==> config.mk <==
export PLATFORM = sky130hd
export DESIGN_NAME = emu_host_sequencer_flat
export DESIGN_NICKNAME = d
export VERILOG_FILES = /design/src/rtl/emu_host_sequencer_pkg.sv /design/src/rtl/emu_host_sequencer_if.sv /design/src/rtl/emu_host_sequencer_clk_pulse.sv /design/src/rtl/emu_host_sequencer.sv /design/src/flat_wrapper.sv
export SDC_FILE = /design/constraint.sdc
export NUM_CORES = 1
export LEC_CHECK = 0
export ABC_AREA = 1
export BUFFER_PORTS_ARGS = -buffer_cell sky130_fd_sc_hd__buf_2
export CORE_MARGIN = 1
export CORE_UTILIZATION = 30
export CTS_CLUSTER_DIAMETER = 150
export DETAILED_ROUTE_END_ITERATION = 8
export GPL_ROUTABILITY_DRIVEN = 0
export PLACE_DENSITY = 0.53
export SLEW_MARGIN = 40
export SYNTH_ARGS = -nofsm -noshare
export SYNTH_HDL_FRONTEND = slang
export SYNTH_SLANG_ARGS = --single-unit
==> constraint.sdc <==
create_clock -name clk_emu -period 1.45 [get_ports clk_emu]
set_input_delay 0.29 -clock clk_emu [delete_from_list [all_inputs] [get_ports clk_emu]]
set_output_delay 0.29 -clock clk_emu [all_outputs]
set_load 0.01 [all_outputs]
==> src/rtl/emu_host_sequencer_pkg.sv <==
// Shared widths and FSM encoding for the emulation host sequencer and its wrapper.
package emu_host_sequencer_pkg;
  localparam int EMU_ADDR_W = 3;
  localparam int EMU_DATA_W = 8;
  localparam int CNT_W      = 16;

  typedef enum logic [3:0] {
    S_IDLE, S_RX, S_WR, S_LOAD, S_HI, S_LO, S_GET, S_RA, S_RW, S_RC, S_TX
  } state_t;

  // Terminal index for a 1..8 element count held in a 3-bit index.
  function automatic logic [EMU_ADDR_W-1:0] last_idx(input int n);
    return EMU_ADDR_W'(n - 1);
  endfunction
endpackage

==> src/rtl/emu_host_sequencer_if.sv <==
// Host byte link plus emulation-wrapper bus; master is the sequencer side.
interface emu_host_sequencer_if;
  import emu_host_sequencer_pkg::*;
  logic [EMU_DATA_W-1:0] rx_data;
  logic                  rx_valid;
  logic                  rx_ready;
  logic [EMU_DATA_W-1:0] tx_data;
  logic                  tx_valid;
  logic                  tx_ready;
  logic [EMU_DATA_W-1:0] Din_emu;
  logic [EMU_ADDR_W-1:0] Addr_emu;
  logic                  load_emu;
  logic                  get_emu;
  logic [EMU_DATA_W-1:0] Dout_emu;
  logic                  clk_dut;
  logic                  busy;
  logic [CNT_W-1:0]      cycle_cnt;

  modport master (
    input  rx_data, rx_valid, tx_ready, Dout_emu,
    output rx_ready, tx_data, tx_valid, Din_emu, Addr_emu, load_emu, get_emu,
           clk_dut, busy, cycle_cnt
  );
  modport slave (
    output rx_data, rx_valid, tx_ready, Dout_emu,
    input  rx_ready, tx_data, tx_valid, Din_emu, Addr_emu, load_emu, get_emu,
           clk_dut, busy, cycle_cnt
  );
endinterface

==> src/rtl/emu_host_sequencer_clk_pulse.sv <==
// One DUT clock pulse per start: CLK_HI cycles high then CLK_LO cycles low.
module emu_host_sequencer_clk_pulse #(
  parameter int CLK_HI = 2,
  parameter int CLK_LO = 2
) (
  input  logic clk_emu,
  input  logic rst_emu,
  input  logic i_start,
  output logic o_clk_dut,
  output logic o_hi_end,
  output logic o_lo_end
);
  localparam int CMAX = (CLK_HI > CLK_LO) ? CLK_HI : CLK_LO;
  localparam int CW   = $clog2(CMAX + 1);

  logic          r_hi;
  logic          r_lo;
  logic [CW-1:0] r_cnt;

  // r_hi drives clk_dut directly so the pulse is a clean register output.
  always_ff @(posedge clk_emu or posedge rst_emu) begin
    if (rst_emu) begin
      r_hi  <= 1'b0;
      r_lo  <= 1'b0;
      r_cnt <= '0;
    end else if (i_start) begin
      r_hi  <= 1'b1;
      r_lo  <= 1'b0;
      r_cnt <= CW'(CLK_HI - 1);
    end else if (r_hi) begin
      if (r_cnt == '0) begin
        r_hi  <= 1'b0;
        r_lo  <= 1'b1;
        r_cnt <= CW'(CLK_LO - 1);
      end else begin
        r_cnt <= r_cnt - 1'b1;
      end
    end else if (r_lo) begin
      if (r_cnt == '0) r_lo  <= 1'b0;
      else             r_cnt <= r_cnt - 1'b1;
    end
  end

  assign o_clk_dut = r_hi;
  assign o_hi_end  = r_hi && (r_cnt == '0);
  assign o_lo_end  = r_lo && (r_cnt == '0);
endmodule

==> src/rtl/emu_host_sequencer.sv <==
// Host frame -> wrapper stimulus writes, load, one DUT clock, get, readback -> host response frame.
module emu_host_sequencer
  import emu_host_sequencer_pkg::*;
#(
  parameter int NUM_STIM = 2,
  parameter int NUM_OUT  = 3,
  parameter int CLK_HI   = 2,
  parameter int CLK_LO   = 2
) (
  input  logic                 clk_emu,
  input  logic                 rst_emu,
  emu_host_sequencer_if.master bus
);
  if (NUM_STIM < 1 || NUM_STIM > 8 || NUM_OUT < 1 || NUM_OUT > 8 ||
      CLK_HI < 1 || CLK_LO < 1) begin : g_param_chk
    $error("emu_host_sequencer: illegal parameter value");
  end

  state_t                r_state, w_state;
  logic [EMU_ADDR_W-1:0] r_idx, w_idx;
  logic [EMU_ADDR_W-1:0] r_addr, w_addr;
  logic [EMU_DATA_W-1:0] r_din, w_din;
  logic [EMU_DATA_W-1:0] r_tx_data, w_tx_data;
  logic                  r_tx_valid, w_tx_valid;
  logic                  r_rx_ready, w_rx_ready;
  logic                  r_load, w_load;
  logic                  r_get, w_get;
  logic                  r_busy;
  logic [CNT_W-1:0]      r_cycle_cnt, w_cycle_cnt;
  logic                  w_accept, w_hi_end, w_lo_end, w_clk_dut;

  assign w_accept = bus.rx_valid && r_rx_ready;

  emu_host_sequencer_clk_pulse #(.CLK_HI(CLK_HI), .CLK_LO(CLK_LO)) u_pulse (
    .clk_emu   (clk_emu),
    .rst_emu   (rst_emu),
    .i_start   (r_state == S_LOAD),
    .o_clk_dut (w_clk_dut),
    .o_hi_end  (w_hi_end),
    .o_lo_end  (w_lo_end)
  );

  always_ff @(posedge clk_emu or posedge rst_emu) begin
    if (rst_emu) begin
      r_state     <= S_IDLE;
      r_idx       <= '0;
      r_addr      <= '0;
      r_din       <= '0;
      r_tx_data   <= '0;
      r_tx_valid  <= 1'b0;
      r_rx_ready  <= 1'b0;
      r_load      <= 1'b0;
      r_get       <= 1'b0;
      r_busy      <= 1'b0;
      r_cycle_cnt <= '0;
    end else begin
      r_state     <= w_state;
      r_idx       <= w_idx;
      r_addr      <= w_addr;
      r_din       <= w_din;
      r_tx_data   <= w_tx_data;
      r_tx_valid  <= w_tx_valid;
      r_rx_ready  <= w_rx_ready;
      r_load      <= w_load;
      r_get       <= w_get;
      r_busy      <= (w_state != S_IDLE);
      r_cycle_cnt <= w_cycle_cnt;
    end
  end

  // Outputs are registered from next-state values so every strobe lands on its state's cycle.
  always_comb begin
    w_state     = r_state;
    w_idx       = r_idx;
    w_addr      = r_addr;
    w_din       = r_din;
    w_tx_data   = r_tx_data;
    w_tx_valid  = r_tx_valid;
    w_rx_ready  = 1'b0;
    w_load      = 1'b0;
    w_get       = 1'b0;
    w_cycle_cnt = r_cycle_cnt;
    case (r_state)
      S_IDLE, S_RX: begin
        if (w_accept) begin
          w_state = S_WR;
          w_din   = bus.rx_data;
          w_addr  = r_idx;
        end else begin
          w_rx_ready = 1'b1;
        end
      end
      S_WR: begin
        if (r_idx == last_idx(NUM_STIM)) begin
          w_state = S_LOAD;
          w_load  = 1'b1;
          w_idx   = '0;
        end else begin
          w_state    = S_RX;
          w_rx_ready = 1'b1;
          w_idx      = r_idx + 1'b1;
        end
      end
      S_LOAD: begin
        w_state     = S_HI;
        w_cycle_cnt = r_cycle_cnt + 1'b1;
      end
      S_HI: if (w_hi_end) w_state = S_LO;
      S_LO: begin
        if (w_lo_end) begin
          w_state = S_GET;
          w_get   = 1'b1;
        end
      end
      S_GET: begin
        w_state = S_RA;
        w_idx   = '0;
        w_addr  = '0;
      end
      S_RA: w_state = S_RW;
      // Dout_emu is registered one cycle after Addr_emu, so RW absorbs that delay.
      S_RW: w_state = S_RC;
      S_RC: begin
        w_state    = S_TX;
        w_tx_data  = bus.Dout_emu;
        w_tx_valid = 1'b1;
      end
      S_TX: begin
        if (bus.tx_ready) begin
          w_tx_valid = 1'b0;
          if (r_idx == last_idx(NUM_OUT)) begin
            w_state    = S_IDLE;
            w_idx      = '0;
            w_rx_ready = 1'b1;
          end else begin
            w_state = S_RA;
            w_idx   = r_idx + 1'b1;
            w_addr  = r_idx + 1'b1;
          end
        end
      end
      default: w_state = S_IDLE;
    endcase
  end

  assign bus.rx_ready  = r_rx_ready;
  assign bus.tx_data   = r_tx_data;
  assign bus.tx_valid  = r_tx_valid;
  assign bus.Din_emu   = r_din;
  assign bus.Addr_emu  = r_addr;
  assign bus.load_emu  = r_load;
  assign bus.get_emu   = r_get;
  assign bus.clk_dut   = w_clk_dut;
  assign bus.busy      = r_busy;
  assign bus.cycle_cnt = r_cycle_cnt;
endmodule

==> src/flat_wrapper.sv <==
// flat-port wrapper written by rule: the top's interface ports become plain ports
module emu_host_sequencer_flat import emu_host_sequencer_pkg::*;
#(
  parameter int NUM_STIM = 2,
  parameter int NUM_OUT  = 3,
  parameter int CLK_HI   = 2,
  parameter int CLK_LO   = 2
)
  (clk_emu, rst_emu, bus_rx_data, bus_rx_valid, bus_tx_ready, bus_Dout_emu, bus_rx_ready, bus_tx_data, bus_tx_valid, bus_Din_emu, bus_Addr_emu, bus_load_emu, bus_get_emu, bus_clk_dut, bus_busy, bus_cycle_cnt);
  emu_host_sequencer_if bus_i ();
  input  logic clk_emu;
  input  logic rst_emu;
  input wire logic [$bits(bus_i.rx_data)-1:0] bus_rx_data;
  input wire logic [$bits(bus_i.rx_valid)-1:0] bus_rx_valid;
  input wire logic [$bits(bus_i.tx_ready)-1:0] bus_tx_ready;
  input wire logic [$bits(bus_i.Dout_emu)-1:0] bus_Dout_emu;
  output wire logic [$bits(bus_i.rx_ready)-1:0] bus_rx_ready;
  output wire logic [$bits(bus_i.tx_data)-1:0] bus_tx_data;
  output wire logic [$bits(bus_i.tx_valid)-1:0] bus_tx_valid;
  output wire logic [$bits(bus_i.Din_emu)-1:0] bus_Din_emu;
  output wire logic [$bits(bus_i.Addr_emu)-1:0] bus_Addr_emu;
  output wire logic [$bits(bus_i.load_emu)-1:0] bus_load_emu;
  output wire logic [$bits(bus_i.get_emu)-1:0] bus_get_emu;
  output wire logic [$bits(bus_i.clk_dut)-1:0] bus_clk_dut;
  output wire logic [$bits(bus_i.busy)-1:0] bus_busy;
  output wire logic [$bits(bus_i.cycle_cnt)-1:0] bus_cycle_cnt;
  assign bus_i.rx_data = bus_rx_data;
  assign bus_i.rx_valid = bus_rx_valid;
  assign bus_i.tx_ready = bus_tx_ready;
  assign bus_i.Dout_emu = bus_Dout_emu;
  assign bus_rx_ready = bus_i.rx_ready;
  assign bus_tx_data = bus_i.tx_data;
  assign bus_tx_valid = bus_i.tx_valid;
  assign bus_Din_emu = bus_i.Din_emu;
  assign bus_Addr_emu = bus_i.Addr_emu;
  assign bus_load_emu = bus_i.load_emu;
  assign bus_get_emu = bus_i.get_emu;
  assign bus_clk_dut = bus_i.clk_dut;
  assign bus_busy = bus_i.busy;
  assign bus_cycle_cnt = bus_i.cycle_cnt;
  emu_host_sequencer #(.NUM_STIM(NUM_STIM), .NUM_OUT(NUM_OUT), .CLK_HI(CLK_HI), .CLK_LO(CLK_LO)) u_core (.clk_emu(clk_emu), .rst_emu(rst_emu), .bus(bus_i));
endmodule
Yosys cells after proc, flatten, opt, wreduce, memory -nomap -nowiden:

Cells that the tools add are included.

* add/subtract/negate cells: 3
* eq/ne operators: 17
* multiplexer cells: 38
* reductions and logical operators: 16

Operator list (count)
* $pmux W4 S10: 1
* $mux W3: 7
* $pmux W3 S3: 2
* $add A16 B1 Y16 const B: 1
* $eq A4 B3 Y1 const B: 4
* $mux W1: 16
* $mux W4: 4
* $eq A4 B4 Y1 const B: 3
* $mux W2: 6
* $reduce_bool A3 Y1: 3
* $eq A4 B2 Y1 const B: 2
* $reduce_and A2 Y1: 4
* $eq A4 B1 Y1 const B: 1
* $logic_not A4 Y1: 1
* $ne A2 B2 Y1 const B: 2
* $reduce_and A4 Y1: 1
* $reduce_bool A4 Y1: 1
* $add A3 B1 Y3 const B: 1
* $eq A3 B1 Y1 const B: 1
* $eq A3 B2 Y1 const B: 1
* $logic_and A1 B1 Y1: 3
* $ne A3 B2 Y1 const B: 1
* $ne A3 B3 Y1 const B: 1
* $pmux W1 S3: 1
* other kinds (6): 6

* bits in registers: 51
* input bits: 20
* output and inout port bits: 41

Longest topological paths before layout:

Gate-level depths: netlist (run 1).

* word-level depth: 5
* gate-level depth with buffers: 9

By module:

Synthesis (run 1) repeated with hierarchy kept, for this count alone.

* cells, all modules: 305
* area total of the unflattened synthesis: 2627.5 sq um

Modules (own cells, without submodules)
* emu_host_sequencer: instances 1, cells each 273, area each 2404.8 sq um, sequential area each 1176.1 sq um
* emu_host_sequencer_clk_pulse: instances 1, cells each 32, area each 222.7 sq um, sequential area each 100.1 sq um

Worst setup path after synthesis (run 1):

OpenSTA, ideal clock, no wires.

* kind: flip-flop to flip-flop
* start point: register u_core.r_idx[0]
* end point: register u_core.r_busy (netlist: u_core.bus.busy)
* library setup time: 128 ps
* arrival: 1267 ps
* slack: 55 ps
* stages on the path, launching flop included: 10
* period minus slack after synthesis: 1395 ps
* path through: dfrtp_1 inv_1 ha_1 inv_1 nor2_1 inv_1 nand3_1 nand2_1 nor2_1 nand3_1

* word-level cells in the longest chain between the ends: 5
* elaborated cells on any way between the ends: 7
* those cells by class: eq/ne (2); mux (4); reduce/logical (1)

RTL lines
* start, declared: RTL line emu_host_sequencer.sv:20 `logic [EMU_ADDR_W-1:0] r_idx, w_idx;`
* start signal, assigned: RTL line emu_host_sequencer.sv:58 `r_idx <= w_idx;`
* $eq A3 B2 Y1: RTL line emu_host_sequencer.sv:131 `if (r_idx == last_idx(NUM_OUT)) begin`
* $mux W3: RTL line emu_host_sequencer.sv:131
* $mux W4: RTL line emu_host_sequencer.sv:129 `if (bus.tx_ready) begin`
* $pmux W4 S10 (*): RTL line emu_host_sequencer.sv:83 `case (r_state)`
* $reduce_bool A4 Y1 (*): RTL line emu_host_sequencer.sv:66 `r_busy <= (w_state != S_IDLE);`
* end signal, assigned: RTL line emu_host_sequencer.sv:66
* end, declared: RTL line emu_host_sequencer.sv:28 `logic r_busy;`

Every way passes the cells marked *; elsewhere a longest branch is shown, timed or not.
A chain may end at the register's enable or synchronous reset.

Final worst setup path (run 1):

* start point: register u_core.r_state[1]
* end point: register u_core.r_busy (netlist: u_core.bus.busy)

* word-level cells in the longest chain between the ends: 4
* elaborated cells on any way between the ends: 18
* those cells by class: eq/ne (10); mux (5); reduce/logical (3)

RTL lines
* start, declared: RTL line emu_host_sequencer.sv:19 `state_t r_state, w_state;`
* start signal, assigned: RTL line emu_host_sequencer.sv:57 `r_state <= w_state;`
* $eq A4 B1 Y1 or $logic_not A4 Y1 (tied branches): RTL line emu_host_sequencer.sv:83
* $reduce_or A2 Y1: RTL line emu_host_sequencer.sv:83
* $pmux W4 S10 (*): RTL line emu_host_sequencer.sv:83
* $reduce_bool A4 Y1 (*): RTL line emu_host_sequencer.sv:66

Marks and branches as above.

==> results of run 1 <==
worst min-delay path, stage by stage:
cell	delay [ps]
buf_2	110
clkinvlp_4	70
buf_12	260
where the power goes:
part | internal, mW | leakage, nW | total [mW] | switching (mW)
clock network | 0.690 | 0.0654 | 1.16 | 0.471
logic | 0.984 | 1.12 | 2.42 | 1.44
registers | 1.88 | 0.639 | 2.21 | 0.333
per-layer routing:
metal,GRT usage [%],vias up,part of all wire (%)
met5,0,-,0
met4,4.10,0,1.1
met3,2.99,10,5.3
met2,24.3,64,47
met1,18.1,1049,47
li1,-,1175,-
worst max-delay path by stage:
stage | start | to | cells after the start
CTS | u_core.r_idx[0] | u_core.bus.busy | 8
global placement | u_core.r_idx[0] | u_core.bus.busy | 8
finish | u_core.r_state[1] | u_core.bus.busy | 8
floorplan | u_core.r_idx[0] | u_core.bus.busy | 9
global route | u_core.r_state[3] | u_core.bus.cycle_cnt[9] | 5
detailed placement | u_core.r_idx[0] | u_core.bus.busy | 8
synth_stat cells:
cell type | n | area, um^2
nor3_1 | 1 | 5.00
o211ai_1 | 2 | 15.0
nand2_2 | 3 | 18.8
clkbuf_1 | 1 | 3.75
xor2_1 | 6 | 52.6
a21oi_1 | 2 | 10.0
inv_2 | 2 | 7.51
nand2_1 | 115 | 432
and2_1 | 2 | 12.5
nor3_4 | 1 | 16.3
ha_1 | 4 | 50.1
o22ai_1 | 3 | 18.8
nor2_4 | 3 | 33.8
xnor2_1 | 5 | 43.8
inv_1 | 46 | 173
o21ai_0 | 20 | 100
nand4_1 | 5 | 31.3
dfrtp_1 | 51 | 1280
nor2_1 | 40 | 150
nand3_1 | 14 | 70.1
sequential cells by signal, summed over array words and instances, names as in the netlist:
name	cells
u_core.bus.cycle_cnt	16
u_core.bus.Din_emu	8
u_core.bus.tx_data	8
u_core.r_state	4
u_core.bus.Addr_emu	3
u_core.r_idx	3
u_core.u_pulse.r_cnt	2
u_core.bus.busy	1
u_core.bus.get_emu	1
u_core.bus.load_emu	1
u_core.bus.rx_ready	1
u_core.bus.tx_valid	1
u_core.u_pulse.o_clk_dut	1
u_core.u_pulse.r_lo	1
repair_timing:
| item | in CTS | in global routing |
|---|---|---|
| endpoints found under the setup margin | 1 | 19 |
| pin swaps | 1 | 9 |
| buffers inserted | 0 | 4 |
| gates resized for setup | 3 | 39 |
| gates cloned | 0 | 0 |
layout make-up:
cell class	count	area [um^2]	share of cell area (%)
flip-flops and latches	51	1280	37.8
repair buffers	84	497	14.7
inverters	48	184	5.43
clock buffers	6	72.6	2.14
clock inverters	2	60.1	1.77
well taps	105	131	3.88
multi-input cells	226	1160	34.3
kinds of logic (layout without fill, tap and decap cells):
| logic type | after synthesis | in the layout | synth area share (%) |
|---|---|---|---|
| xor+xnor | 11 | 11 | 3.82 |
| fa+ha+maj | 4 | 4 | 1.99 |
| compound gates | 27 | 27 | 5.71 |
| buf+inv | 49 | 140 | 7.30 |
| simple gates | 184 | 184 | 30.5 |
| flops | 51 | 51 | 50.6 |
stage by stage:
| step | hold slack [ps] | TNS [ps] | total power, mW | area [um^2] |
|---|---|---|---|---|
| after global placement | 381 | 0 | 4.36 | 3110 |
| after global routing | 54.3 | -33.9 | 6.30 | 3390 |
| final | 42.2 | 0 | 5.80 | 3390 |
| after CTS | 50.6 | 0 | 5.59 | 3250 |
| after detailed placement | 386 | -2.38 | 4.38 | 3110 |
| after floorplan | 339 | 0 | 3.54 | 2520 |
==> flow_summary_export.csv, run 1 <==
group,metric,value,unit
run_status,status,"finished clean",
final_layout,fill_cells,848,
final_layout,antenna-diode-count,0,
floorplanning,placementRows,33,
route,detail_route.vias_per_cell,4.40,
timing,maxSlewViolCount,0,
grt,antenna_found_initial,0,
route,ant_nets,0,
final_layout,final_common_cell,"nand2_1",
critical_path,crit_slowest_cell,"dfrtp_2",
clock_tree,cts_made_buffers,5,
grt,first_global_vias,2143,
power_and_ir_drop,vdd_drop_max,838,uV
yosys,syn_area,2520,um^2
yosys,synth_fp_nets,350,
worst_hold_path,hold_path_class,"input pin to asynchronous set/reset pin",
critical_path,worst-path-buf-inv,2,
route,avgRoutedWirePerCell,11.3,um
timing,rsz0062_at_grt,"true",
final_layout,stdcell_count,522,
yosys,ys_ff_latch,51,
yosys,ys.warnings.count,0,
floorplanning,dieArea,8770,um^2
route,first_iter_violations,79,
timing,finalSetupViolations,0,
timing,hold_viol_final,0,
yosys,syn_inst,326,
clock_tree,path_clk_slew,90,ps
route,first_pass_iters,4,
power_and_ir_drop,powerDensity,1710,nW/um^2
grt,grt.overflow.total,0,
yosys,avgSynthCellArea,7.73,um^2
critical_path,cp_data_arrival_time,1560,ps
final_layout,layout-drive-gt1-share,32.4,%
critical_path,r2r.worst_path.cells,8,
critical_path,cp-start-kind,"flip-flop",
timing,clock.fmax,728,MHz
placed_design,dp_worst_setup_slack,-2.38,ps
job,drv_cap,0,
power_and_ir_drop,power.leakage,1.83,nW
clock_tree,clock_sinks,51,
final_layout,final_cell_mix,"nand2_1 (105), buf_2 (60), dfrtp_1 (47), inv_1 (39), nor2_1 (31)",
floorplanning,start_util,30.8,%
critical_path,crit_family,"simple AND/OR/NAND/NOR gates",
critical_path,crit_required,1640,ps
grt,grt_pass1_wl,9710,um
critical_path,crit_fanout,4,
clock_tree,cts_hold_buf,0,
critical_path,end_kind,"flip-flop",
timing,finalCriticalPeriod,1370,ps
grt,grt_start_max_net_pins,52,
timing,min_period_over_period,94.7,%
final_layout,layout.nets,440,
critical_path,r2r_setup_slack,80,ps
route,wl,5900,um
timing,fin_ws,77.1,ps
clock_tree,cts_buffer_depth,2,
clock_tree,cts-root-buf,"clkbuf_8",
placed_design,dpl.cell_count,510,
timing,slew_headroom,80.1,%
route,drc,0,
critical_path,worst-setup-path-type,"flip-flop to flip-flop",
yosys,yosysSeqAreaShare,50.6,%
timing,fin_worst_skew,7.67,ps
critical_path,r2r-start,"u_core.r_state[1]",
route,vias,2298,
placed_design,portBuffers,60,
clock_tree,cts_tree,"done",
grt,track_usage,14.2,%
critical_path,reg2reg_to,"u_core.bus.busy",
critical_path,slowest_delay,450,ps
placed_design,place.detailed.hpwl,4270,um
timing,tightest_slew,297,ps
clock_tree,cts-htree-levels,2,
clock_tree,insertion_delay,300,ps
final_layout,areaGrowthSynthToFinish,34.4,%
floorplanning,boundaryPins,61,
floorplanning,core_area,8180,um^2
floorplanning,die_w,93.7,um
floorplanning,die_h,93.7,um
final_layout,finish.utilization,41.4,%
critical_path,crit_chain,"buf_4 -> nand2_2 -> buf_4 -> nor2_1 -> nand2_2 -> nand3_2 -> nor2_2 -> nand3_1",
yosys,yosysUniqueCellTypes,20,
Power figures use the tool's default switching activity.
==> run 2: changes to the inputs <==
--- a/config.mk
+++ b/config.mk
@@ -12,8 +12,7 @@
 export CTS_CLUSTER_DIAMETER = 150
 export DETAILED_ROUTE_END_ITERATION = 8
 export GPL_ROUTABILITY_DRIVEN = 0
-export PLACE_DENSITY = 0.53
-export SLEW_MARGIN = 40
+export RECOVER_POWER = 50
 export SYNTH_ARGS = -nofsm -noshare
 export SYNTH_HDL_FRONTEND = slang
 export SYNTH_SLANG_ARGS = --single-unit
==> run 2 against run 1 <==
Effect of this change:
- clock-buffer cell count stayed put
- global-route usage is 0.16 points lower
- register-to-register slack hardly changed
- worst hold slack better by 150 ps
- total power is 3.3% lower
- cell count is 0.57% lower
- first-iteration DRC count is 18% higher
- the flow now finishes with violations (design-rule violations)
- die area stayed put
- via count is 0.22% higher
- cell area is 2.2% lower
- non-clock buffer count is 2 lower
- critical path type unchanged
==> flow_summary_export.csv, run 2 (synthesis results as in run 1) <==
group,metric,value,unit
placed_design,portBuffers,60,
final_layout,antenna-diode-count,0,
floorplanning,start_util,30.8,%
timing,tightest_slew,1130,ps
floorplanning,core_area,8180,um^2
timing,finalCriticalPeriod,1370,ps
worst_hold_path,hp-start,"bus_Dout_emu[1]",
run_status,status,"finished with violations",
final_layout,final_common_cell,"nand2_1",
critical_path,cp_data_arrival_time,1550,ps
worst_hold_path,hold_depth,3,
route,detail_route.vias_per_cell,4.44,
route,wl_met2,2640,um
timing,hold_viol_final,0,
route,dr_wl_met3,398,um
critical_path,worst-setup-path-type,"flip-flop to flip-flop",
floorplanning,dieArea,8770,um^2
final_layout,layout-drive-gt1-share,32.1,%
clock_tree,cts_made_buffers,5,
critical_path,r2r-start,"u_core.r_idx[0]",
clock_tree,insertion_delay,300,ps
final_layout,fill_cells,864,
critical_path,r2r.worst_path.cells,9,
timing,slew_headroom,24.5,%
worst_hold_path,hold_path_class,"input pin to flip-flop",
worst_hold_path,hold_path_end,"u_core.bus.tx_data[1]",
floorplanning,die_w,93.7,um
route,drc,2,
floorplanning,boundaryPins,61,
route,vias,2303,
grt,antenna_found_initial,0,
floorplanning,die_h,93.7,um
route,ant_nets,0,
timing,finalSetupViolations,0,
route,first_iter_violations,93,
clock_tree,cts_hold_buf,0,
critical_path,crit_required,1630,ps
grt,track_usage,14.1,%
clock_tree,cts-root-buf,"clkbuf_8",
final_layout,final_cell_mix,"nand2_1 (105), buf_2 (60), dfrtp_1 (47), inv_1 (38), nor2_1 (31)",
floorplanning,placementRows,33,
job,drv_cap,0,
final_layout,areaGrowthSynthToFinish,31.5,%
clock_tree,cts-htree-levels,2,
grt,grt.overflow.total,0,
route,wl,5780,um
clock_tree,path_clk_slew,90,ps
route,first_pass_iters,6,
final_layout,finalInstanceArea,3310,um^2
power_and_ir_drop,powerDensity,1690,nW/um^2
route,dr.max_layer_used,"met4",
timing,clock.fmax,727,MHz
critical_path,cp-start-kind,"flip-flop",
critical_path,reg2reg_to,"u_core.bus.busy",
placed_design,dpl.cell_count,505,
timing,timing.hold.ws,190,ps
clock_tree,clock_sinks,51,
critical_path,r2r_setup_slack,80,ps
timing,min_period_over_period,94.8,%
timing,maxSlewViolCount,0,
route,met1_length,2650,um
power_and_ir_drop,power.leakage,1.78,nW
route,avgRoutedWirePerCell,11.1,um
final_layout,largest_reg_flops,16,
critical_path,end_kind,"flip-flop",
clock_tree,cts_tree,"done",
power_and_ir_drop,vdd_drop_max,956,uV
grt,grt_start_max_net_pins,52,
timing,fin_worst_skew,8.80,ps
clock_tree,cts_buffer_depth,2,
timing,rsz0062_at_grt,"true",
final_layout,layout.nets,438,
final_layout,finish.utilization,40.5,%
final_layout,stdcell_count,519,
grt,grt_pass1_wl,9770,um
grt,first_global_vias,2303,
placed_design,place.detailed.hpwl,4190,um
critical_path,crit_fanout,4,
placed_design,placed_area,3080,um^2
run_status,violations,"design-rule violations",
[run 2: repair_timing]
action,4_1_cts,5_1_grt
setup endpoints to repair,3,20
resized for setup,3,40
setup buffers,0,7
pin swaps,1,13
[run 2: power breakdown]
group | switching (mW) | leakage [nW] | internal (mW) | total, mW
clock | 0.438 | 0.0513 | 0.506 | 0.944
combinational | 1.46 | 1.09 | 1.01 | 2.47
sequential | 0.314 | 0.639 | 1.88 | 2.19
[run 2: worst max path at each step]
stage	startpoint	end	slack [ps]	cells past startpoint
after floorplan	u_core.r_idx[0]	u_core.bus.busy	50	9
after global placement	u_core.r_state[3]	u_core.bus.Addr_emu[1]	30	8
after detailed placement	u_core.r_state[3]	u_core.bus.Addr_emu[2]	1	8
after CTS	u_core.r_idx[0]	u_core.bus.busy	0.9	8
after global routing	u_core.r_idx[0]	u_core.bus.busy	-60	9
final	u_core.r_idx[0]	u_core.bus.busy	80	9
[run 2: per-stage QoR]
step | power (mW) | setup WS, ps | TNS (ps)
4_1_cts | 5.39 | 0.916 | 0
2_1_floorplan | 3.54 | 54.8 | 0
5_1_grt | 6.11 | -57.0 | -150
3_3_place_gp | 4.35 | 29.6 | 0
6_report | 5.61 | 75.1 | 0
3_5_place_dp | 4.38 | 1.23 | 0
[run 2: metal layers]
| metal | track usage, % | up-vias |
|---|---|---|
| met5 | 0 | - |
| met3 | 3.88 | 11 |
| met4 | 4.74 | 0 |
| li1 | - | 1181 |
| met1 | 17.2 | 1033 |
| met2 | 23.8 | 78 |
[run 2: worst max-delay path, stage by stage (launching register included)]
cell and delay [ps]:
dfrtp_1 400, inv_2 60, ha_2 160, inv_1 60, nor2_4 170, nand2_2 90
nand2_2 80, nand3_2 70, nor2_2 100, nand3_1 70
[run 2: area by class of cell]
cell class              count  area, um^2  area share (%)
clock buffers               6        72.6            2.19
clock inverters             1        30.0           0.906
repair buffers             82         465            14.0
inverters                  48         186            5.63
multi-input cells         226        1150            34.6
flip-flops and latches     51        1280            38.7
well taps                 105         131            3.97
